`src/rtl/lsc_pkg.sv`:
```
// Shared types and constants for the LFSR stream cipher.
// The optional LSC_CFG_CHECK_EN build uses the maximal-tap table defined here.
package lsc_pkg;

    typedef enum logic [1:0] {
        IDLE = 2'd0,
        RUN  = 2'd1,
        DONE = 2'd2
    } state_t;

    localparam logic [7:0] PAD_CHAR_DEF = 8'h20;

    // Known maximal-length tap masks for an 8-bit LFSR.
    localparam logic [7:0] MAX_TAPS8 [8] = '{
        8'he1, 8'hd4, 8'hc6, 8'hb8, 8'hb4, 8'hb2, 8'hfa, 8'hf3
    };

    function automatic logic is_max_taps8(input logic [7:0] taps);
        logic hit;
        hit = 1'b0;
        for (int i = 0; i < 8; i++) begin
            if (taps == MAX_TAPS8[i]) begin
                hit = 1'b1;
            end
        end
        return hit;
    endfunction

endpackage

```
`src/rtl/lfsr_stream_cipher_if.sv`:
```
// Byte-stream valid/ready interface for the stream cipher: input side and output side.
interface lfsr_stream_cipher_if #(
    parameter int unsigned W = 8
);
    logic         in_valid;
    logic         in_ready;
    logic [W-1:0] in_data;
    logic         in_last;
    logic         out_valid;
    logic         out_ready;
    logic [W-1:0] out_data;

    modport master (
        output in_valid, in_data, in_last, out_ready,
        input  in_ready, out_valid, out_data
    );

    modport slave (
        input  in_valid, in_data, in_last, out_ready,
        output in_ready, out_valid, out_data
    );
endinterface

```
`src/rtl/lsc_lfsr.sv`:
```
// W-bit Fibonacci-style LFSR: shifts left, feedback is parity of (state & taps).
// Load has priority over step.
module lsc_lfsr #(
    parameter int unsigned W = 8
) (
    input  logic         clk,
    input  logic         rst,
    input  logic         load,
    input  logic [W-1:0] seed,
    input  logic         step,
    input  logic [W-1:0] taps,
    output logic [W-1:0] q
);

    logic [W-1:0] lfsr_q;
    logic [W-1:0] lfsr_d;

    always_comb begin
        lfsr_d = lfsr_q;
        if (load) begin
            lfsr_d = seed;
        end else if (step) begin
            lfsr_d = {lfsr_q[W-2:0], ^(lfsr_q & taps)};
        end
    end

    always_ff @(posedge clk or posedge rst) begin
        if (rst) begin
            lfsr_q <= '0;
        end else begin
            lfsr_q <= lfsr_d;
        end
    end

    assign q = lfsr_q;

endmodule

```
`src/rtl/lfsr_stream_cipher.sv`:
```
// LFSR stream cipher: frames (encrypt) or de-frames (decrypt) a FRAME-byte run, XORing each
// position with successive LFSR states. Define LSC_CFG_CHECK_EN to reject bad seed/tap configs.
module lfsr_stream_cipher
    import lsc_pkg::*;
#(
    parameter int unsigned  W        = 8,
    parameter int unsigned  FRAME    = 64,
    parameter logic [W-1:0] PAD_CHAR = W'(PAD_CHAR_DEF),
    localparam int unsigned PW       = $clog2(FRAME + 1)
) (
    input  logic                  clk,
    input  logic                  init,
    input  logic                  start,
    input  logic                  cfg_mode,
    input  logic [W-1:0]          cfg_taps,
    input  logic [W-1:0]          cfg_seed,
    input  logic [PW-1:0]         cfg_pre,
    lfsr_stream_cipher_if.slave   bus,
    output logic                  done,
    output logic                  err
);

    state_t        state_q, state_d;
    logic [PW-1:0] pos_q, pos_d;
    logic [PW-1:0] pre_q, pre_d;
    logic          mode_q, mode_d;
    logic          msg_end_q, msg_end_d;
    logic [W-1:0]  taps_q, taps_d;
    logic          out_valid_q, out_valid_d;
    logic [W-1:0]  out_data_q, out_data_d;
    logic          done_q, done_d;
    logic          err_q, err_d;

    logic [W-1:0]  key_c;
    logic [W-1:0]  src_c;
    logic          lfsr_load_c;
    logic          lfsr_step_c;
    logic          load_out_c;
    logic          in_ready_c;
    logic          free_c;
    logic          in_pre_c;
    logic          pos_live_c;
    logic          cfg_bad_c;

`ifdef LSC_CFG_CHECK_EN
    assign cfg_bad_c = (cfg_seed == '0) || ((W == 8) && !is_max_taps8(8'(cfg_taps)));
`else
    assign cfg_bad_c = 1'b0;
`endif

    assign free_c     = !out_valid_q || bus.out_ready;
    assign in_pre_c   = pos_q < pre_q;
    assign pos_live_c = pos_q < PW'(FRAME);

    lsc_lfsr #(.W(W)) u_lfsr (
        .clk  (clk),
        .rst  (init),
        .load (lfsr_load_c),
        .seed (cfg_seed),
        .step (lfsr_step_c),
        .taps (taps_q),
        .q    (key_c)
    );

    // Next-state, position consumption and output-register load.
    always_comb begin
        state_d     = state_q;
        pos_d       = pos_q;
        pre_d       = pre_q;
        mode_d      = mode_q;
        msg_end_d   = msg_end_q;
        taps_d      = taps_q;
        out_valid_d = out_valid_q;
        out_data_d  = out_data_q;
        done_d      = done_q;
        err_d       = err_q;
        src_c       = bus.in_data;
        lfsr_load_c = 1'b0;
        lfsr_step_c = 1'b0;
        load_out_c  = 1'b0;
        in_ready_c  = 1'b0;

        case (state_q)
            IDLE, DONE: begin
                if (start) begin
                    if (cfg_bad_c) begin
                        err_d = 1'b1;
                    end else begin
                        err_d       = 1'b0;
                        state_d     = RUN;
                        mode_d      = cfg_mode;
                        taps_d      = cfg_taps;
                        pre_d       = cfg_pre;
                        pos_d       = '0;
                        msg_end_d   = 1'b0;
                        done_d      = 1'b0;
                        lfsr_load_c = 1'b1;
                    end
                end
            end
            RUN: begin
                if (pos_live_c) begin
                    if (!mode_q) begin
                        if (in_pre_c || msg_end_q) begin
                            src_c      = PAD_CHAR;
                            load_out_c = free_c;
                        end else begin
                            in_ready_c = free_c;
                            load_out_c = bus.in_valid && free_c;
                            if (load_out_c && bus.in_last) begin
                                msg_end_d = 1'b1;
                            end
                        end
                        lfsr_step_c = load_out_c;
                    end else begin
                        // Preamble bytes are swallowed even while the output is stalled.
                        in_ready_c  = in_pre_c || free_c;
                        lfsr_step_c = bus.in_valid && in_ready_c;
                        load_out_c  = lfsr_step_c && !in_pre_c;
                    end
                    if (lfsr_step_c) begin
                        pos_d = pos_q + PW'(1);
                    end
                end else if (!out_valid_q) begin
                    state_d = DONE;
                    done_d  = 1'b1;
                end
            end
            default: begin
                state_d = IDLE;
            end
        endcase

        if (load_out_c) begin
            out_valid_d = 1'b1;
            out_data_d  = src_c ^ key_c;
        end else if (bus.out_ready) begin
            out_valid_d = 1'b0;
        end
    end

    always_ff @(posedge clk or posedge init) begin
        if (init) begin
            state_q     <= IDLE;
            pos_q       <= '0;
            pre_q       <= '0;
            mode_q      <= 1'b0;
            msg_end_q   <= 1'b0;
            taps_q      <= '0;
            out_valid_q <= 1'b0;
            out_data_q  <= '0;
            done_q      <= 1'b0;
            err_q       <= 1'b0;
        end else begin
            state_q     <= state_d;
            pos_q       <= pos_d;
            pre_q       <= pre_d;
            mode_q      <= mode_d;
            msg_end_q   <= msg_end_d;
            taps_q      <= taps_d;
            out_valid_q <= out_valid_d;
            out_data_q  <= out_data_d;
            done_q      <= done_d;
            err_q       <= err_d;
        end
    end

    assign bus.in_ready  = in_ready_c;
    assign bus.out_valid = out_valid_q;
    assign bus.out_data  = out_data_q;
    assign done          = done_q;
    assign err           = err_q;

endmodule

```
`src/flat_wrapper.sv`:
```
// flat-port wrapper written by rule: the top's interface ports become plain ports
module lfsr_stream_cipher_flat import lsc_pkg::*;
#(
    parameter int unsigned  W        = 8,
    parameter int unsigned  FRAME    = 64,
    parameter logic [W-1:0] PAD_CHAR = W'(PAD_CHAR_DEF),
    localparam int unsigned PW       = $clog2(FRAME + 1)
)
  (clk, init, start, cfg_mode, cfg_taps, cfg_seed, cfg_pre, done, err, bus_in_valid, bus_in_data, bus_in_last, bus_out_ready, bus_in_ready, bus_out_valid, bus_out_data);
  lfsr_stream_cipher_if #(.W(W)) bus_i ();
  input  logic clk;
  input  logic init;
  input  logic start;
  input  logic cfg_mode;
  input  logic [W-1:0] cfg_taps;
  input  logic [W-1:0] cfg_seed;
  input  logic [PW-1:0] cfg_pre;
  output logic done;
  output logic err;
  input wire logic [$bits(bus_i.in_valid)-1:0] bus_in_valid;
  input wire logic [$bits(bus_i.in_data)-1:0] bus_in_data;
  input wire logic [$bits(bus_i.in_last)-1:0] bus_in_last;
  input wire logic [$bits(bus_i.out_ready)-1:0] bus_out_ready;
  output wire logic [$bits(bus_i.in_ready)-1:0] bus_in_ready;
  output wire logic [$bits(bus_i.out_valid)-1:0] bus_out_valid;
  output wire logic [$bits(bus_i.out_data)-1:0] bus_out_data;
  assign bus_i.in_valid = bus_in_valid;
  assign bus_i.in_data = bus_in_data;
  assign bus_i.in_last = bus_in_last;
  assign bus_i.out_ready = bus_out_ready;
  assign bus_in_ready = bus_i.in_ready;
  assign bus_out_valid = bus_i.out_valid;
  assign bus_out_data = bus_i.out_data;
  lfsr_stream_cipher #(.W(W), .FRAME(FRAME), .PAD_CHAR(PAD_CHAR)) u_core (.clk(clk), .init(init), .start(start), .cfg_mode(cfg_mode), .cfg_taps(cfg_taps), .cfg_seed(cfg_seed), .cfg_pre(cfg_pre), .bus(bus_i), .done(done), .err(err));
endmodule
```
`config.mk`:
```
export PLATFORM = sky130hd
export DESIGN_NAME = lfsr_stream_cipher_flat
export DESIGN_NICKNAME = d
export VERILOG_FILES = /design/src/rtl/lsc_pkg.sv /design/src/rtl/lfsr_stream_cipher_if.sv /design/src/rtl/lsc_lfsr.sv /design/src/rtl/lfsr_stream_cipher.sv /design/src/flat_wrapper.sv
export SDC_FILE = /design/constraint.sdc
export NUM_CORES = 1
export LEC_CHECK = 0
export BUFFER_PORTS_ARGS = -buffer_cell sky130_fd_sc_hd__clkbuf_2
export CORE_UTILIZATION = 45
export DETAILED_ROUTE_END_ITERATION = 7
export GPL_TIMING_DRIVEN = 1
export PLACE_DENSITY = 0.65
export SLEW_MARGIN = 10
export SYNTH_ARGS = -nofsm -noshare
export SYNTH_HDL_FRONTEND = slang
export SYNTH_HIERARCHICAL = 1
export SYNTH_SLANG_ARGS = --single-unit
```
`constraint.sdc`:
```
create_clock -name clk -period 4.5 [get_ports clk]
set_clock_uncertainty 0.1 [all_clocks]
set_input_delay 1.125 -clock clk [delete_from_list [all_inputs] [get_ports clk]]
set_output_delay 1.125 -clock clk [all_outputs]
set_load 0.03 [all_outputs]
```
==> results of run 1 <==
## worst max-delay path by stage
stage                         start           end  depth (start not counted)
global route        u_core/pos_q[4]  bus_in_ready                          6
global placement    u_core/pos_q[1]  bus_in_ready                          5
detailed placement  u_core/pos_q[4]  bus_in_ready                          6
floorplan           u_core/pos_q[1]  bus_in_ready                          4
CTS                 u_core/pos_q[4]  bus_in_ready                          6
finish              u_core/pos_q[4]  bus_in_ready                          6
## logic make-up after synthesis
family                     count (synthesis)  share of synthesized area, %
and+or+nand+nor                          103                          20.9
AOI/OAI and AO/OA                         55                          14.4
DFF                                       44                          46.8
buffers and inverters                     19                          3.56
xor gates and xnor gates                  15                          5.59
muxes                                     11                          4.89
adders and majority gates                  7                          3.72
other                                      1                         0.159
## power by group through the flow
stage                     sequential (uW)  combinational [uW]  clock (uW)
after floorplan                       794                 835           0
after detailed placement              744                1120           0
after global placement                734                1110           0
after CTS                             735                1130         309
final                                 734                1130         300
after global routing                  764                1290         326
## flip-flops by register name, indices dropped and copies added, names as in the netlist
| register | cells |
|---|---|
| u_core/taps_q | 8 |
| u_core/pos_q | 7 |
| u_core/u_lfsr/q | 8 |
| u_core/done | 1 |
| u_core/bus.out_valid | 1 |
| u_core/state_q | 2 |
| u_core/msg_end_q | 1 |
| u_core/bus.out_data | 8 |
| u_core/mode_q | 1 |
| u_core/pre_q | 7 |
## worst max-delay path: cells and delay by family (launching register included)
| kind | cells | cell delay [ns] |
|---|---|---|
| AOI/OAI and AO/OA | 3 | 0.90 |
| DFF | 1 | 0.43 |
| adders and majority gates | 1 | 0.32 |
| buffers and inverters | 1 | 0.20 |
| and+or+nand+nor | 1 | 0.13 |
## Yosys cell counts (5+ instances only)
| cell type | number | area (sq um) |
|---|---|---|
| nand2_1 | 62 | 233 |
| dfrtp_1 | 44 | 1100 |
| o21ai_0 | 24 | 120 |
| a21oi_1 | 17 | 85.1 |
| xnor2_1 | 13 | 114 |
| mux2i_1 | 10 | 100 |
| nor2_1 | 10 | 37.5 |
| nor3b_1 | 10 | 75.1 |
| inv_1 | 9 | 33.8 |
| ha_1 | 7 | 87.6 |
| clkbuf_1 | 6 | 22.5 |
| nand2b_1 | 5 | 31.3 |
## per-stage QoR
stage | hold slack, ns | area [sq um]
4_1_cts | 0.387 | 2760
3_3_place_gp | 0.358 | 2650
5_1_grt | 0.414 | 2760
3_5_place_dp | 0.365 | 2650
6_report | 0.379 | 2760
2_1_floorplan | 0.346 | 2350
## layout make-up
cell class / count / share of cell area, %
Timing Repair Buffer: 51 / 9.51
Inverter: 10 / 1.36
Multi-Input combinational cell: 192 / 42.2
Tap cell: 67 / 3.03
Clock buffer: 5 / 2.49
Sequential cell: 44 / 39.8
Clock inverter: 3 / 1.54
## per-layer routing
metal / GRT usage [%] / vias up
li1: - / 967
met1: 28.0 / 881
met2: 32.4 / 40
met3: 2.85 / 5
met4: 6.92 / 0
met5: 0 / -
==> flow_summary.toml, run 1 <==
[placed_design]
pre_cts_ws_ns = 1.35
place.gp.congestion = 0.793
io_buffers = 48
dp_cells = 364
hpwl_mm = 3.70

[layout]
multiInputGateArea_sq_um = 1170
drive_gt1_share_pct = 21.6
area_growth_pct = 17.5
utilization_pct = 56.6
fill_cells = 479
seq_area_sq_um = 1100
nets = 349
final_cells = 372
antenna_cells = 0
layout_common_cells = "nand2_1 (62), clkbuf_2 (48), dfrtp_1 (44)"
mostFrequentLayoutCell = "nand2_1"

[die]
die_area_sq_um = 5520
fp.dieW_um = 74.3
num_rows = 25
initial_core_util_pct = 48.2
boundaryPins = 50
die_y_um = 74.3
core_sq_um = 4880

[power]
vdd_ir_drop_max_mv = 0.297
leakage_uw = 0.00137
sw_frac_of_total_pct = 43.8
p_switching_uw = 948
totalPowerFinal_uw = 2160
p_clk_share_pct = 13.9
intPower_uw = 1220
p_per_area_nw_per_um2 = 783
combPwrFrac_pct = 52.2
seq_power_share_pct = 33.9

[critical_path]
max_stage_delay_ns = 0.43
cp-end-kind = "primary output"
startpoint_type = "flip-flop"
regToRegEndpoint = "u_core/u_lfsr/q[3]"
slowest_stage = "dfrtp_1"
arrival_ns = 2.28
critical_path_class = "reg -> out"
rr_worst_depth = 8
regToRegStartpoint = "u_core/pos_q[4]"
crit_required_ns = 3.27
reg2reg_setup_slack_ns = 1.67
crit_fanout = 6
crit_chain = "ha_1 -> a211oi_1 -> nor2_1 -> a211oi_2 -> o2111a_1 -> clkbuf_2"

[yosys]
syn_avg_cell_area_sq_um = 9.22
synth.distinct_cells = 43
synth-warning-count = 6
netlist_instances = 255
async_flop_share_pct = 100
syn_area_sq_um = 2350
ys_seq_area_share_pct = 46.8
ys.flop_type = "dfrtp_1"
ys_seq_elements = 44
synth_edf_count = 0
synth_fp_nets = 300

[route]
met3_length_um = 152
drtIter0Drc = 85
routed_via_density = 5.09
wl_met2_mm = 2.25
dr_total_vias = 1893
route.detailed.drc = 0
wire_per_inst_um = 13.4
drtPass1Iterations = 4
wl_met1_mm = 2.52
postRouteAntennaNets = 0
top_layer_used = "met4"
routed_wl_mm = 4.98

[clocking]
clk_pin_slew_ns = 0.08
cts-buffers-inserted = 5
clock_latency_ns = 0.29
clockRootBuffer = "clkbuf_8"
hold_buffers = 0
clockBufferDepth = 2
htree_levels = 2
postCtsSetupRepairBufs = 0
cts_tree = "yes"
cts_resized = 0
cts_sinks = 44

[grt]
track_usage_pct = 20.1
overflow = 0
grt_antenna_before_repair = 0
grt_max_degree = 37
grt_pass1_wl_mm = 8.33
grt_pass1_vias = 1752

[timing]
setup_viol = 0
slew_viol_final = 0
rsz0062_at_grt = "no"
fin_tns_setup_ns = 0
fin_crit_sh_pct = 77.9
hold_viol = 0
worstMarginPinSlew_ns = 0.924
relSlewSlack_pct = 38.0
layout_min_cycle_time_ns = 3.50
fmax_mhz = 285
setup_slack_ns = 0.995

[hold_path]
hold-path-cell-count = 2
hold_class = "reg -> reg"
hold_start = "u_core/taps_q[2]"
hold_end = "u_core/taps_q[2]"

[run_status]
status = "finished clean"

[job]
maxCapViolations = 0
(Power assumes the default switching activity.)
==> run 2, diff against run 1 <==
--- a/config.mk
+++ b/config.mk
@@ -9,7 +9,7 @@
 export CORE_UTILIZATION = 45
 export DETAILED_ROUTE_END_ITERATION = 7
 export GPL_TIMING_DRIVEN = 1
-export PLACE_DENSITY = 0.65
+export PLACE_DENSITY = 0.67
 export SLEW_MARGIN = 10
 export SYNTH_ARGS = -nofsm -noshare
 export SYNTH_HDL_FRONTEND = slang
==> constraint.sdc (replaced) <==
create_clock -name clk -period 3.1 [get_ports clk]
set_clock_uncertainty 0.1 [all_clocks]
set_input_delay 0.775 -clock clk [delete_from_list [all_inputs] [get_ports clk]]
set_output_delay 0.775 -clock clk [all_outputs]
set_load 0.03 [all_outputs]
==> run 2 against run 1 <==
Effect of this change: first-iteration DRC count is 33% higher; clock-buffer cell count is 1 higher; flip-flop and latch count is the same; global-route usage decreased by 1.1 points; wire length fell by 2.6%; non-clock buffer count rose by 8; utilization is 1.6 points higher; sequential share of layout area decreased by 1.1 points; sequential power grew 44%; register-to-register slack worse by 1.3 ns; critical path type unchanged; largest cell class unchanged.
==> flow_summary.toml, run 2 (same netlist as run 1, synthesis figures left out) <==
[run_status]
status = "finished clean"

[critical_path]
arrival_ns = 2.17
crit_required_ns = 2.22
slowest_stage = "a2111o_1"
cp-end-kind = "primary output"
max_stage_delay_ns = 0.51
critical_path_class = "reg -> out"
crit_chain = "ha_1 -> a211o_1 -> a2111o_1 -> o2111a_1 -> buf_4"
startpoint_type = "flip-flop"
crit_fanout = 4

[power]
leakage_uw = 0.00141
vdd_ir_drop_max_mv = 0.491
p_per_area_nw_per_um2 = 1150

[placed_design]
place.gp.congestion = 0.798
pre_cts_ws_ns = 0.383
hpwl_mm = 3.58
placed_area_sq_um = 2710
io_buffers = 48

[layout]
drive_gt1_share_pct = 24.3
area_growth_pct = 20.9
layout_common_cells = "nand2_1 (62), clkbuf_2 (47), dfrtp_1 (44)"
nets = 357
mostFrequentLayoutCell = "nand2_1"
antenna_cells = 0
fin_area_sq_um = 2840

[clocking]
cts-buffers-inserted = 5
cts_tree = "yes"
clockRootBuffer = "clkbuf_8"
cts_sinks = 44
clockBufferDepth = 2
clock_latency_ns = 0.28
htree_levels = 2
clk_pin_slew_ns = 0.08

[timing]
fmax_mhz = 328
layout_min_cycle_time_ns = 3.05
fin_crit_sh_pct = 98.3
slew_viol_final = 0
whs_ns = 0.308
setup_slack_ns = 0.0529
worstMarginPinSlew_ns = 0.479
setup_viol = 0
relSlewSlack_pct = 67.2
hold_viol = 0

[grt]
grt_antenna_before_repair = 0
grt_pass1_vias = 1749
overflow = 0
grt_max_degree = 37
track_usage_pct = 19.0
grt_pass1_wl_mm = 7.99

[route]
dr_total_vias = 1874
route.detailed.drc = 0
routed_wl_mm = 4.85
postRouteAntennaNets = 0
wire_per_inst_um = 12.8
drtPass1Iterations = 4
drtIter0Drc = 113
routed_via_density = 4.93

[die]
core_sq_um = 4880
die_y_um = 74.3
num_rows = 25
boundaryPins = 50
fp.dieW_um = 74.3
initial_core_util_pct = 48.2
die_area_sq_um = 5520

[job]
maxCapViolations = 0

[hold_path]
hold_class = "in -> async"
## run 2: changes by cell type in the layout (fill, tap and decap cells not counted), sizes merged
cell,delta
buf,+9
clkinvlp,-1
## run 2: cell type report
cell class,count,area (sq um)
Sequential cell,44,1100
Fill cell,448,2040
Clock buffer,6,72.6
Tap cell,67,83.8
Inverter,10,37.5
Multi-Input combinational cell,192,1190
Clock inverter,2,35.0
Timing Repair Buffer,59,325
## run 2: report_power, final
part	total, uW	switching [uW]	internal [uW]
sequential	1060	212	853
clock	425	186	239
combinational	1770	991	780
## run 2: path summary, 6_finish.rpt
| path | cells past startpoint | slack, ns | from | end |
|---|---|---|---|---|
| worst min register to register | 2 | 0.38 | u_core/taps_q[1] | u_core/taps_q[1] |
| worst max register to register | 7 | 0.39 | u_core/pos_q[1] | u_core/u_lfsr/q[7] |
| min in group clk | 2 | 0.38 | u_core/taps_q[1] | u_core/taps_q[1] |
| worst min-delay path | 2 | 0.31 | init | u_core/u_lfsr/q[3] |
| worst max-delay path | 5 | 0.05 | u_core/pos_q[1] | bus_in_ready |
| max in group asynchronous | 3 | 2.10 | init | u_core/bus.out_data[5] |
## run 2: layer usage
metal	vias up	track usage, %	routed length (um)
met2	59	28.4	2140
met5	-	0	0
met1	834	27.7	2420
met4	0	8.18	51
met3	4	2.44	238
li1	977	-	-
## run 2: critical path: cells and delay by family, from the launching register on
kind / cells / cell delay, ns
fa+ha+maj: 1 / 0.28
buf+inv: 1 / 0.17
compound gates: 3 / 1.02
flops: 1 / 0.41
## run 2: per-stage QoR
| step | TNS, ns | utilization (%) | power, uW | std cells |
|---|---|---|---|---|
| detailed placement | 0 | 55.4 | 2780 | 371 |
| CTS | 0 | 57.6 | 3220 | 379 |
| global placement | 0 | 55.4 | 2750 | 371 |
| global route | -0.00828 | 58.3 | 3560 | 380 |
| floorplan | 0 | - | 2360 | 255 |
| finish | 0 | 58.3 | 3260 | 380 |
## run 2: repair_timing
action                                  CTS  global route
hold endpoints to repair                  0             0
setup buffers                             0             1
endpoints found under the setup margin    0             1
hold buffers                              0             0
resized for setup                         0             6
==> run 3, diff against run 2 <==
--- a/config.mk
+++ b/config.mk
@@ -5,11 +5,13 @@
 export SDC_FILE = /design/constraint.sdc
 export NUM_CORES = 1
 export LEC_CHECK = 0
-export BUFFER_PORTS_ARGS = -buffer_cell sky130_fd_sc_hd__clkbuf_2
-export CORE_UTILIZATION = 45
+export BUFFER_PORTS_ARGS = -buffer_cell sky130_fd_sc_hd__buf_2
+export CELL_PAD_IN_SITES_DETAIL_PLACEMENT = 1
+export CELL_PAD_IN_SITES_GLOBAL_PLACEMENT = 1
+export CORE_UTILIZATION = 37
 export DETAILED_ROUTE_END_ITERATION = 7
 export GPL_TIMING_DRIVEN = 1
-export PLACE_DENSITY = 0.67
+export PLACE_DENSITY = 0.73
 export SLEW_MARGIN = 10
 export SYNTH_ARGS = -nofsm -noshare
 export SYNTH_HDL_FRONTEND = slang
==> run 3 against run 2 <==
Effect of this change: first-iteration DRC count is 1.8% lower; critical path type unchanged; sequential share of layout area rose by 0.32 points; register-to-register slack hardly changed; worst hold slack improved by 0.020 ns; power down 1.0%; wire length is 15% higher.
==> flow_summary.toml, run 3 (same netlist as run 1, synthesis figures left out) <==
[route]
postRouteAntennaNets = 0
wire_per_inst_um = 14.4
routed_via_density = 5.02
routed_wl_mm = 5.59
drtPass1Iterations = 4
drtIter0Drc = 111
route.detailed.drc = 0
dr_total_vias = 1947

[power]
vdd_ir_drop_max_mv = 0.411
leakage_uw = 0.00139
totalPowerFinal_uw = 3230
p_per_area_nw_per_um2 = 1140

[placed_design]
place.gp.congestion = 0.767
placed_area_sq_um = 2700
hpwl_mm = 4.22
pre_cts_ws_ns = 0.358
io_buffers = 48

[timing]
fin_crit_sh_pct = 97.0
setup_viol = 0
hold_viol = 0
fmax_mhz = 333
slew_viol_final = 0
whs_ns = 0.327
relSlewSlack_pct = 42.8
setup_slack_ns = 0.0926
layout_min_cycle_time_ns = 3.01
worstMarginPinSlew_ns = 0.852

[clocking]
clk_pin_slew_ns = 0.08
hold_buffers = 0
cts-buffers-inserted = 5
htree_levels = 2
clock_latency_ns = 0.30
cts_sinks = 44
clockRootBuffer = "clkbuf_8"
cts_tree = "yes"
clockBufferDepth = 2

[hold_path]
hold_class = "in -> async"

[job]
maxCapViolations = 0

[layout]
drive_gt1_share_pct = 24.9
antenna_cells = 0
area_growth_pct = 20.0
utilization_pct = 46.8
nets = 358
fill_cells = 748
mostFrequentLayoutCell = "nand2_1"
layout_common_cells = "nand2_1 (62), buf_2 (48), dfrtp_1 (43)"
fin_area_sq_um = 2820

[die]
num_rows = 28
die_area_sq_um = 6680
fp.dieW_um = 81.7
boundaryPins = 50
die_y_um = 81.7
core_sq_um = 6030
initial_core_util_pct = 39.0

[critical_path]
startpoint_type = "flip-flop"
critical_path_class = "reg -> out"
crit_fanout = 4
arrival_ns = 2.13
cp-end-kind = "primary output"
crit_required_ns = 2.22

[grt]
overflow = 0
grt_max_degree = 36
track_usage_pct = 18.8
grt_antenna_before_repair = 0
grt_pass1_wl_mm = 9.43
grt_pass1_vias = 1946

[run_status]
status = "finished clean"
run 3: layer usage:
metal	share of wire [%]	track usage [%]	vias up
met3	3.4	3.11	9
met1	50	26.8	921
met5	0	0	-
met4	1.9	7.72	0
met2	44	28.3	38
li1	-	-	979
run 3: through the flow:
stage | setup TNS [ns] | cells
after floorplan | 0 | 255
after global placement | 0 | 377
after global routing | -0.00854 | 388
final | 0 | 388
after detailed placement | 0 | 377
after CTS | 0 | 384
run 3: layout make-up:
| type | instances | area (sq um) | share of cell area (%) |
|---|---|---|---|
| Inverter | 10 | 37.5 | 1.33 |
| Timing Repair Buffer | 60 | 330 | 11.7 |
| Multi-Input combinational cell | 192 | 1180 | 41.7 |
| Tap cell | 75 | 93.8 | 3.32 |
| Sequential cell | 44 | 1100 | 39.1 |
| Clock buffer | 5 | 68.8 | 2.44 |
| Clock inverter | 2 | 12.5 | 0.443 |
run 3: critical path: stages (launching register included):
cell,delay [ns]
dfrtp_1,0.42
ha_1,0.32
o21ai_0,0.23
nor2_2,0.10
a2111o_1,0.43
o2111a_1,0.16
buf_2,0.18
run 3: repair_timing:
item                                    in CTS  in global routing
gates resized for setup                      0                  4
setup buffers                                0                  4
endpoints found under the setup margin       0                  1
run 3: power by group:
part	switching [uW]	leakage [uW]	internal, uW
registers	210	0.000535	854
clock network	199	0.0000400	153
logic	1030	0.000816	785
run 3: worst paths after layout:
path	from	slack [ns]	cells past startpoint	end
max	u_core/pos_q[5]	0.09	6	bus_in_ready
min	init	0.33	2	u_core/u_lfsr/q[3]
min reg2reg	u_core/taps_q[0]	0.38	2	u_core/taps_q[0]
max in group asynchronous	init	1.77	3	u_core/pos_q[4]
max reg2reg	u_core/pos_q[1]	0.39	8	u_core/u_lfsr/q[7]
min in group clk	u_core/taps_q[0]	0.38	2	u_core/taps_q[0]
